[config.mk]
export PLATFORM = sky130hd
export DESIGN_NAME = mp_ooo_data_array_ctrl
export DESIGN_NICKNAME = d
export VERILOG_FILES = /design/src/rtl/mp_ooo_sram_pkg.sv /design/src/rtl/mp_ooo_sram_resp_fifo.sv /design/src/rtl/mp_ooo_data_array_ctrl.sv
export SDC_FILE = /design/constraint.sdc
export NUM_CORES = 2
export LEC_CHECK = 0
export CORE_AREA = 2 2 436 438
export DETAILED_ROUTE_END_ITERATION = 7
export DIE_AREA = 0 0 438 440
export SLEW_MARGIN = 20
export SYNTH_ARGS = -nofsm -noshare
export SYNTH_HDL_FRONTEND = slang
export SYNTH_SLANG_ARGS = --single-unit
[constraint.sdc]
create_clock -name clk -period 2.5 [get_ports clk]
set_input_delay 0.5 -clock clk [delete_from_list [all_inputs] [get_ports clk]]
set_output_delay 0.5 -clock clk [all_outputs]
set_load 0.03 [all_outputs]
[src/rtl/mp_ooo_sram_pkg.sv]
// rtl/mp_ooo_sram_pkg.sv - shared constants and types for the data array SRAM controller
package mp_ooo_sram_pkg;

  localparam int SRAM_ADDR_WIDTH = 4;
  localparam int SRAM_DATA_WIDTH = 256;
  localparam int SRAM_NUM_WMASKS = SRAM_DATA_WIDTH / 8;

  typedef struct packed {
    logic                       we;
    logic [SRAM_ADDR_WIDTH-1:0] addr;
    logic [SRAM_NUM_WMASKS-1:0] wmask;
    logic [SRAM_DATA_WIDTH-1:0] wdata;
  } sram_req_t;

  typedef enum logic {
    INIT,
    RUN
  } ctrl_state_t;

endpackage

[src/rtl/mp_ooo_sram_resp_fifo.sv]
// rtl/mp_ooo_sram_resp_fifo.sv - small synchronous response FIFO, cleared by rst
module mp_ooo_sram_resp_fifo #(
  parameter int DEPTH = 3,
  parameter int WIDTH = 256,
  localparam int CW = $clog2(DEPTH + 1),
  localparam int PW = (DEPTH > 1) ? $clog2(DEPTH) : 1
) (
  input  logic             clk,
  input  logic             rst,
  input  logic             push,
  input  logic [WIDTH-1:0] push_data,
  input  logic             pop,
  output logic             full,
  output logic             empty,
  output logic [CW-1:0]    count,
  output logic [WIDTH-1:0] head_data
);

  logic [WIDTH-1:0] mem_q [DEPTH];
  logic [WIDTH-1:0] mem_d [DEPTH];
  logic [PW-1:0]    wr_ptr_q, wr_ptr_d;
  logic [PW-1:0]    rd_ptr_q, rd_ptr_d;
  logic [CW-1:0]    count_q, count_d;
  logic             do_pop;

  // Pointers wrap explicitly so DEPTH need not be a power of two.
  function automatic logic [PW-1:0] next_ptr(input logic [PW-1:0] p);
    return (p == PW'(DEPTH - 1)) ? '0 : p + PW'(1);
  endfunction

  assign empty     = (count_q == '0);
  assign full      = (count_q == CW'(DEPTH));
  assign count     = count_q;
  assign head_data = mem_q[rd_ptr_q];
  assign do_pop    = pop && !empty;

  always_comb begin
    mem_d    = mem_q;
    wr_ptr_d = wr_ptr_q;
    rd_ptr_d = rd_ptr_q;
    if (push) begin
      mem_d[wr_ptr_q] = push_data;
      wr_ptr_d        = next_ptr(wr_ptr_q);
    end
    if (do_pop) begin
      rd_ptr_d = next_ptr(rd_ptr_q);
    end
    count_d = count_q + CW'(push) - CW'(do_pop);
  end

  always_ff @(posedge clk) begin
    if (rst) begin
      mem_q    <= '{default: '0};
      wr_ptr_q <= '0;
      rd_ptr_q <= '0;
      count_q  <= '0;
    end else begin
      mem_q    <= mem_d;
      wr_ptr_q <= wr_ptr_d;
      rd_ptr_q <= rd_ptr_d;
      count_q  <= count_d;
    end
  end

endmodule

[src/rtl/mp_ooo_data_array_ctrl.sv]
// rtl/mp_ooo_data_array_ctrl.sv - request-to-macro controller with zero-fill init and credited read responses
module mp_ooo_data_array_ctrl
  import mp_ooo_sram_pkg::*;
#(
  parameter int ADDR_WIDTH = SRAM_ADDR_WIDTH,
  parameter int DATA_WIDTH = SRAM_DATA_WIDTH,
  parameter int NUM_WMASKS = SRAM_NUM_WMASKS,
  parameter int RESP_DEPTH = 3
) (
  input  logic                  clk,
  input  logic                  rst,
  input  logic                  req_valid,
  output logic                  req_ready,
  input  logic                  req_we,
  input  logic [ADDR_WIDTH-1:0] req_addr,
  input  logic [NUM_WMASKS-1:0] req_wmask,
  input  logic [DATA_WIDTH-1:0] req_wdata,
  output logic                  resp_valid,
  input  logic                  resp_ready,
  output logic [DATA_WIDTH-1:0] resp_rdata,
  output logic                  init_done,
  output logic                  sram_csb0,
  output logic                  sram_web0,
  output logic [NUM_WMASKS-1:0] sram_wmask0,
  output logic [ADDR_WIDTH-1:0] sram_addr0,
  output logic [DATA_WIDTH-1:0] sram_din0,
  input  logic [DATA_WIDTH-1:0] sram_dout0
);

  localparam int CW = $clog2(RESP_DEPTH + 1);

  ctrl_state_t         state_q, state_d;
  logic [ADDR_WIDTH:0] init_cnt_q, init_cnt_d;
  logic                rd_pend_q, rd_pend_d;
  logic                init_done_q, init_done_d;
  logic [CW-1:0]       fifo_count;
  logic [CW-1:0]       credits;
  logic                fifo_full, fifo_empty;

  // Credits come only from registered state, so resp_ready never reaches req_ready.
  assign credits    = CW'(RESP_DEPTH) - fifo_count - CW'(rd_pend_q);
  assign resp_valid = !fifo_empty;
  assign init_done  = init_done_q;

  always_comb begin
    state_d     = state_q;
    init_cnt_d  = init_cnt_q;
    init_done_d = init_done_q;
    rd_pend_d   = 1'b0;
    req_ready   = 1'b0;
    sram_csb0   = 1'b1;
    sram_web0   = 1'b1;
    sram_wmask0 = '0;
    sram_addr0  = '0;
    sram_din0   = '0;
    if (!rst) begin
      case (state_q)
        INIT: begin
          sram_csb0   = 1'b0;
          sram_web0   = 1'b0;
          sram_wmask0 = '1;
          sram_addr0  = init_cnt_q[ADDR_WIDTH-1:0];
          init_cnt_d  = init_cnt_q + 1'b1;
          if (init_cnt_d[ADDR_WIDTH]) begin
            state_d     = RUN;
            init_done_d = 1'b1;
          end
        end
        RUN: begin
          req_ready = req_we || (credits != '0);
          if (req_valid && req_ready) begin
            sram_csb0   = 1'b0;
            sram_web0   = !req_we;
            sram_addr0  = req_addr;
            sram_wmask0 = req_wmask;
            sram_din0   = req_wdata;
            rd_pend_d   = !req_we;
          end
        end
        default: state_d = INIT;
      endcase
    end
  end

  always_ff @(posedge clk) begin
    if (rst) begin
      state_q     <= INIT;
      init_cnt_q  <= '0;
      rd_pend_q   <= 1'b0;
      init_done_q <= 1'b0;
    end else begin
      state_q     <= state_d;
      init_cnt_q  <= init_cnt_d;
      rd_pend_q   <= rd_pend_d;
      init_done_q <= init_done_d;
    end
  end

  mp_ooo_sram_resp_fifo #(
    .DEPTH(RESP_DEPTH),
    .WIDTH(DATA_WIDTH)
  ) u_resp_fifo (
    .clk      (clk),
    .rst      (rst),
    .push     (rd_pend_q),
    .push_data(sram_dout0),
    .pop      (resp_valid && resp_ready),
    .full     (fifo_full),
    .empty    (fifo_empty),
    .count    (fifo_count),
    .head_data(resp_rdata)
  );

  a_no_overflow: assert property (@(posedge clk) disable iff (rst) !(rd_pend_q && fifo_full));

endmodule

# Word-level counts from Yosys, hierarchy flattened
# Index checks and enable logic that the tools add are counted.
totals:
  reg_bits: 782
  inputBits: 553
  output_inout_bits: 553
  elab_cells: 64
classes:
  addsub: 7
  order_cmp: 3
  n_eq_ne: 2
  n_mux: 27
  bitwise: 4
  reduce_logical: 11
ops:
  columns: ["cell", "n"]
  rows:
  - ["two-way mux 256 bit", 6]
  - ["bitwise mux 768 bit", 1]
  - ["binary-select mux 256 bit (select 2 bit)", 1]
  - ["demux 256 bit (select 2 bit)", 1]
  - ["two-way mux 32 bit", 2]
  - ["one-hot mux 32 bit (2 select lines)", 1]
  - ["two-way mux 1 bit", 8]
  - ["two-way mux 4 bit", 2]
  - ["one-hot mux 4 bit (2 select lines)", 1]
  - [">= comparator 3 bit (second input constant)", 2]
  - ["inverter 2 -> 3 bit", 2]
  - ["adder 5 x 1 -> 5 bit (second input constant)", 1]
  - ["adder 2 x 1 -> 2 bit (second input constant)", 2]
  - ["equality test 2 bit (second input constant)", 2]
  - ["logical AND 1 bit", 4]
  - ["two-way mux 2 bit", 2]
  - ["one-hot mux 1 bit (2 select lines)", 2]
  - ["subtractor 2 x 1 -> 2 bit", 2]
  - ["less-than comparator 3 x 1 -> 1 bit (second input constant)", 1]
  - ["OR reduction 3 bit", 1]
  - ["adder 2 x 1 -> 2 bit", 1]
  - ["logical NOT 1 bit", 2]
  - ["logical NOT 2 bit", 1]
  - ["inverter 1 bit", 2]
  - ["4 further kinds", 4]

# Depth between registers and ports, before layout
logic_depth:
  ltp_word: 8
  depth_mapped: 7
  mapped_depth_nobuf: 7

# Hierarchy
# A second synthesis with hierarchy kept.
hier_totals:
  cells_unflattened: 3794
  hier_area_um2: 38799.7
modules_own_cells:
  columns: ["module", "n_inst", "cells_each", "area_per_inst_um2", "seq_area_each_um2"]
  rows:
  - ["mp_ooo_sram_resp_fifo", 1, 3393, 36218.5, 15494.9]
  - ["mp_ooo_data_array_ctrl", 1, 401, 2581.2, 160.2]

# Least setup slack after synthesis
# Ideal clock, no wire load.
synth_path:
  path_kind: "flip-flop to output port"
  from: "reg rd_pend_q"
  to: "out sram_din0[246]"
  arrival_ps: 1860
  required_time_ps: 2000
  path_slack_ps: 140
  path_stages_with_launch: 6
  path_buffers: 1
  path_cell_list: "dfxtp_1 > ha_1 > nor2b_1 > a21oi_4 > clkbuf_1 > and3_1"
synth_via:
  elab_chain_cells: 7
synth_lines:
  columns: ["element", "line_no", "source"]
  rows:
  - ["from (decl)", "mp_ooo_data_array_ctrl.sv:34", "logic rd_pend_q, rd_pend_d;"]
  - ["from (signal assigned)", "mp_ooo_data_array_ctrl.sv:94", "rd_pend_q <= rd_pend_d;"]
  - ["subtractor 2 x 1 -> 2 bit", "mp_ooo_data_array_ctrl.sv:41", "assign credits = CW'(RESP_DEPTH) - fifo_count - CW'(rd_pend_q);"]
  - ["nonzero test 2 bit", "mp_ooo_data_array_ctrl.sv:70", "req_ready = req_we || (credits != '0);"]
  - ["logical OR 1 bit", "mp_ooo_data_array_ctrl.sv:70", null]
  - ["logical AND 1 bit", "mp_ooo_data_array_ctrl.sv:71", "if (req_valid && req_ready) begin"]
  - ["two-way mux 256 bit", "mp_ooo_data_array_ctrl.sv:71", null]
  - ["two-way mux 256 bit", "mp_ooo_data_array_ctrl.sv:57", "case (state_q)"]
  - ["two-way mux 256 bit", "mp_ooo_data_array_ctrl.sv:56", "if (!rst) begin"]
  - ["to (decl)", "mp_ooo_data_array_ctrl.sv:26", "output logic [DATA_WIDTH-1:0] sram_din0,"]
# Every way passes these cells.

# Worst setup path in the final report
layout_path:
  from: "reg u_resp_fifo.count_q[0] (netlist: u_resp_fifo.count[0])"
  to: "out sram_din0[244]"
layout_via:
  elab_chain_cells: 8
layout_lines:
  columns: ["element", "line_no", "source"]
  rows:
  - ["from (decl)", "mp_ooo_sram_resp_fifo.sv:23", "logic [CW-1:0] count_q, count_d;"]
  - ["from (signal assigned)", "mp_ooo_sram_resp_fifo.sv:61", "count_q <= count_d;"]
  - ["subtractor 2 bit", "mp_ooo_data_array_ctrl.sv:41", null]
  - ["subtractor 2 x 1 -> 2 bit", "mp_ooo_data_array_ctrl.sv:41", null]
  - ["nonzero test 2 bit", "mp_ooo_data_array_ctrl.sv:70", null]
  - ["logical OR 1 bit", "mp_ooo_data_array_ctrl.sv:70", null]
  - ["logical AND 1 bit", "mp_ooo_data_array_ctrl.sv:71", null]
  - ["two-way mux 256 bit", "mp_ooo_data_array_ctrl.sv:71", null]
  - ["two-way mux 256 bit", "mp_ooo_data_array_ctrl.sv:57", null]
  - ["two-way mux 256 bit", "mp_ooo_data_array_ctrl.sv:56", null]
# Every way passes these cells.

==> results.txt <==
Data on the critical path is required at its endpoint by 2.00 ns. The worst hold path belongs to the class in2reg. The run gives 782 as the number of sinks on the clock net. Summed over all cells, the static leakage comes to 19.7 nW. The initial utilization of the core area, before any placement, comes to 18.1%. Net count reported at finish: 6230.

The detailed-routing iteration count for the pre-antenna-repair pass was 6. The endpoint class of the critical path is an output port. Summing all placed instances gives a cell area of 51300 um2. The die is 440 um tall. The least setup slack across all paths after layout is -0.535 ns, and the total nets after synthesis is 5175. The logs give 0 for the count of pins over their slew limit and 45.8% for the share of synthesized area occupied by flip-flops and latches. The highest routing layer actually used was met5. Input and output buffers added on the ports amount to 1105.

In this run the count of I/O pins placed on the die edge is 1106. The run gives 152 as the number of antenna violations at the first check in global routing. In the final layout, the share of cells above drive strength 1 is 20.4%.

For this run, the share of the core covered by cells in the final layout is 30.2%. The run finished, with violations left. Minimum clock period after layout: 3.03 ns. The tools report the wire length of the first global-routing pass as 301000 um. For the count of mapped cells out of synthesis, the log shows 4618. The design area is 56900 um2, and the average footprint of a synthesized cell is 7.40 um2.

The critical path goes through ha_4, xor2_4, a21oi_4, buf_6, buf_12, buf_12, clkbuf_16, and3_4, buf_12. Detailed routing placed a total of 19800 um of wire on met3. The final reports fail on negative setup slack. The synthesized design contains 782 register bits. The wire length after detailed routing came out at 235000 um.

Adding up every negative setup slack in the final design gives -180.12 ns. The worst endpoint data arrival time is 2.53 ns. The final critical path takes up 121% of the cycle. The detailed router finished its first iteration with 2627 violations. The worst-case IR drop observed on VDD is 0.489 mV. The largest net degree at the start of global routing is 184, and the largest clock skew in the final design is 0.0507 ns.

Most numerous cell on the critical path: sky130_fd_sc_hd__buf_12. Maximum clock frequency: 0.329 GHz. The number of H-tree levels was 3; the per-cell routed wire length was 28.2 um. The worst setup path is launched from a flip-flop.

The die covers 193000 um2. TritonCTS built the clock tree. Dividing total power by cell area gives a power density of 531 nW/um2. Relative to the synthesized area, the layout overhead comes to 66.4%.

The worst-margin pin slew is 0.971 ns. The slowest library cell on the worst path is sky130_fd_sc_hd__dfxtp_4. For the count of warnings emitted by yosys, the log shows 0. The run gives 37900 as the via count of the routed design.

The global-route total usage across every layer is 22.7%, and the overall power consumption is 30.2 mW. CTS buffer count: 87. The logs give 0 for the remaining antenna violation count and 34200 um2 for the netlist area before placement.

The top cell types in the final layout, fill and taps aside, are sky130_fd_sc_hd__nand2_1 (1792), sky130_fd_sc_hd__dfxtp_1 (777), sky130_fd_sc_hd__a21oi_1 (773). In this run, distinct cell masters in the synthesized netlist total 31. The total overflow left after global routing is 0.

The tree is rooted in a sky130_fd_sc_hd__clkbuf_16. The kind of cell adding the most delay to the critical path was buffers and inverters. The floorplan core area is 189000 um2, and the insertion delay of the later-clocked pin in the worst-skew pair is 0.70 ns.

After clock tree synthesis, the clock-pin slew on the worst setup and hold paths is 0.06 ns. Max-cap violations in this run came to 0. The number of global-route vias before repair was 34800. Setup violations remaining at the end of the flow were counted as 551. Counting both buffers and inverters, the worst setup path holds a total of 5. The tools report the wire length on met1 as 70900 um.

Once detailed placement completed, the half-perimeter wirelength came to 180000 um. The run gives 35.3% as the max-slew headroom at the worst pin. By startpoint and endpoint, the worst setup path is classified as reg2out. The die is 438 um wide. The tools report the met2 wire length as 127000 um. Routability-driven placement finished with a final weighted congestion of 0.926. Maximum cell stage delay along the critical path: 0.36 ns.

Along the worst path, the maximum fanout reaches 6. The via density per instance was 4.54. The initialized floorplan defines 160 standard-cell rows. The count of endpoints failing hold in the final timing report is 0.

Setup repair after global routing could not meet its margin everywhere. Remaining design rule violation count: 0. The maximum number of buffers from clock root to sink came out at 3. The most common cell after layout, fill and taps aside was sky130_fd_sc_hd__nand2_1.
[state kept, by name (all words and copies together) (netlist names)]
| register | cells |
|---|---|
| state_q | 1 |
| u_resp_fifo.rd_ptr_q | 2 |
| u_resp_fifo.wr_ptr_q | 2 |
| rd_pend_q | 1 |
| init_done | 1 |
| init_cnt_q | 5 |
| u_resp_fifo.count | 2 |
| u_resp_fifo.mem_q | 768 |
[cell families (layout without fill, tap and decap cells)]
logic type / after synthesis / in the layout / share of synthesized area (%)
xor+xnor: 7 / 7 / 0.179
compound gates: 1070 / 1070 / 16.1
fa+ha+maj: 4 / 4 / 0.146
other cells: 0 / 78 / 0
buf+inv: 414 / 1542 / 5.24
flops: 782 / 782 / 45.8
simple gates: 2084 / 2084 / 25.0
mux: 257 / 257 / 7.53
[worst min-delay path: cells and delay by family]
family	cells	cell delay (ns)
buf+inv	2	0.34
simple gates	1	0.12
[cell usage after synthesis]
| cell | count | area, um2 |
|---|---|---|
| sky130_fd_sc_hd__nor3b_2 | 1 | 12.5 |
| sky130_fd_sc_hd__dfxtp_1 | 782 | 15700 |
| sky130_fd_sc_hd__or3b_2 | 1 | 8.76 |
| sky130_fd_sc_hd__nand3b_1 | 2 | 15.0 |
| sky130_fd_sc_hd__xnor2_1 | 2 | 17.5 |
| sky130_fd_sc_hd__a32o_1 | 4 | 40.0 |
| sky130_fd_sc_hd__nand2_1 | 1796 | 6740 |
| sky130_fd_sc_hd__or3_1 | 1 | 6.26 |
| sky130_fd_sc_hd__clkbuf_1 | 200 | 751 |
| sky130_fd_sc_hd__a21oi_4 | 1 | 16.3 |
| sky130_fd_sc_hd__o22ai_1 | 21 | 131 |
| sky130_fd_sc_hd__a221oi_1 | 1 | 8.76 |
| sky130_fd_sc_hd__or3b_1 | 1 | 8.76 |
| sky130_fd_sc_hd__buf_2 | 189 | 946 |
| sky130_fd_sc_hd__and3b_1 | 3 | 26.3 |
| sky130_fd_sc_hd__or2_2 | 1 | 6.26 |
| sky130_fd_sc_hd__mux2i_1 | 257 | 2570 |
| sky130_fd_sc_hd__a21o_1 | 33 | 248 |
| sky130_fd_sc_hd__a21oi_1 | 774 | 3870 |
| sky130_fd_sc_hd__ha_1 | 4 | 50.1 |
| sky130_fd_sc_hd__nand2b_1 | 4 | 25.0 |
| sky130_fd_sc_hd__nor2b_1 | 4 | 25.0 |
| sky130_fd_sc_hd__nor2_1 | 10 | 37.5 |
| sky130_fd_sc_hd__inv_1 | 4 | 15.0 |
| sky130_fd_sc_hd__buf_1 | 21 | 78.8 |
| sky130_fd_sc_hd__nand3_1 | 1 | 5.00 |
| sky130_fd_sc_hd__xor2_1 | 5 | 43.8 |
| sky130_fd_sc_hd__nand4b_1 | 2 | 17.5 |
| sky130_fd_sc_hd__and3_1 | 256 | 1600 |
| sky130_fd_sc_hd__o21ai_0 | 236 | 1180 |
| sky130_fd_sc_hd__and4b_1 | 1 | 10.0 |
[routing by layer]
layer | GRT usage (%) | vias up
li1 | - | 17500
met4 | 16.0 | 120
met5 | 0 | -
met3 | 8.29 | 505
met1 | 20.0 | 18200
met2 | 42.4 | 1615
[final cells by class]
class | instances | area [um2]
Antenna cell | 78 | 195
Clock buffer | 116 | 2410
Clock inverter | 46 | 693
Fill cell | 19800 | 132000
Inverter | 4 | 15.0
Multi-Input combinational cell | 3422 | 17800
Sequential cell | 782 | 15700
Tap cell | 2511 | 3140
Timing Repair Buffer | 1376 | 17000
[power breakdown]
part	switching [mW]	leakage, nW	total, mW	internal, mW
logic	1.97	11.8	3.74	1.77
clock network	5.81	1.51	13.9	8.13
registers	0.0244	6.30	12.5	12.5
total	7.81	19.7	30.2	22.4
[final timing paths]
kind,slack (ns),to,depth (start not counted),start
max,-0.53,sram_din0[244],9,u_resp_fifo.count[0]
min,0.30,init_cnt_q[3],3,rst
max reg2reg,0.51,u_resp_fifo.mem_q[632],7,rd_pend_q
min reg2reg,0.45,u_resp_fifo.mem_q[427],2,u_resp_fifo.mem_q[427]
[metrics by stage]
step | hold WS [ns] | instances | setup slack (ns)
final | 0.304 | 8335 | -0.535
after CTS | 0.223 | 8202 | -0.615
after global placement | 0.441 | 8024 | -0.492
after global routing | 0.290 | 8311 | -0.611
after detailed placement | 0.446 | 8024 | -0.509
after floorplan | 0.436 | 4618 | 0.140
[what timing repair did]
item                                    in CTS  in global routing
setup buffers                               13                 36
endpoints found under the hold margin        0                  0
gates resized for setup                    131                140
hold buffers                                 0                  0
cloned                                       5                 20
pin swaps                                    6                 18
endpoints found under the setup margin     551                551
Note: power is estimated with default switching activity, not from simulation.
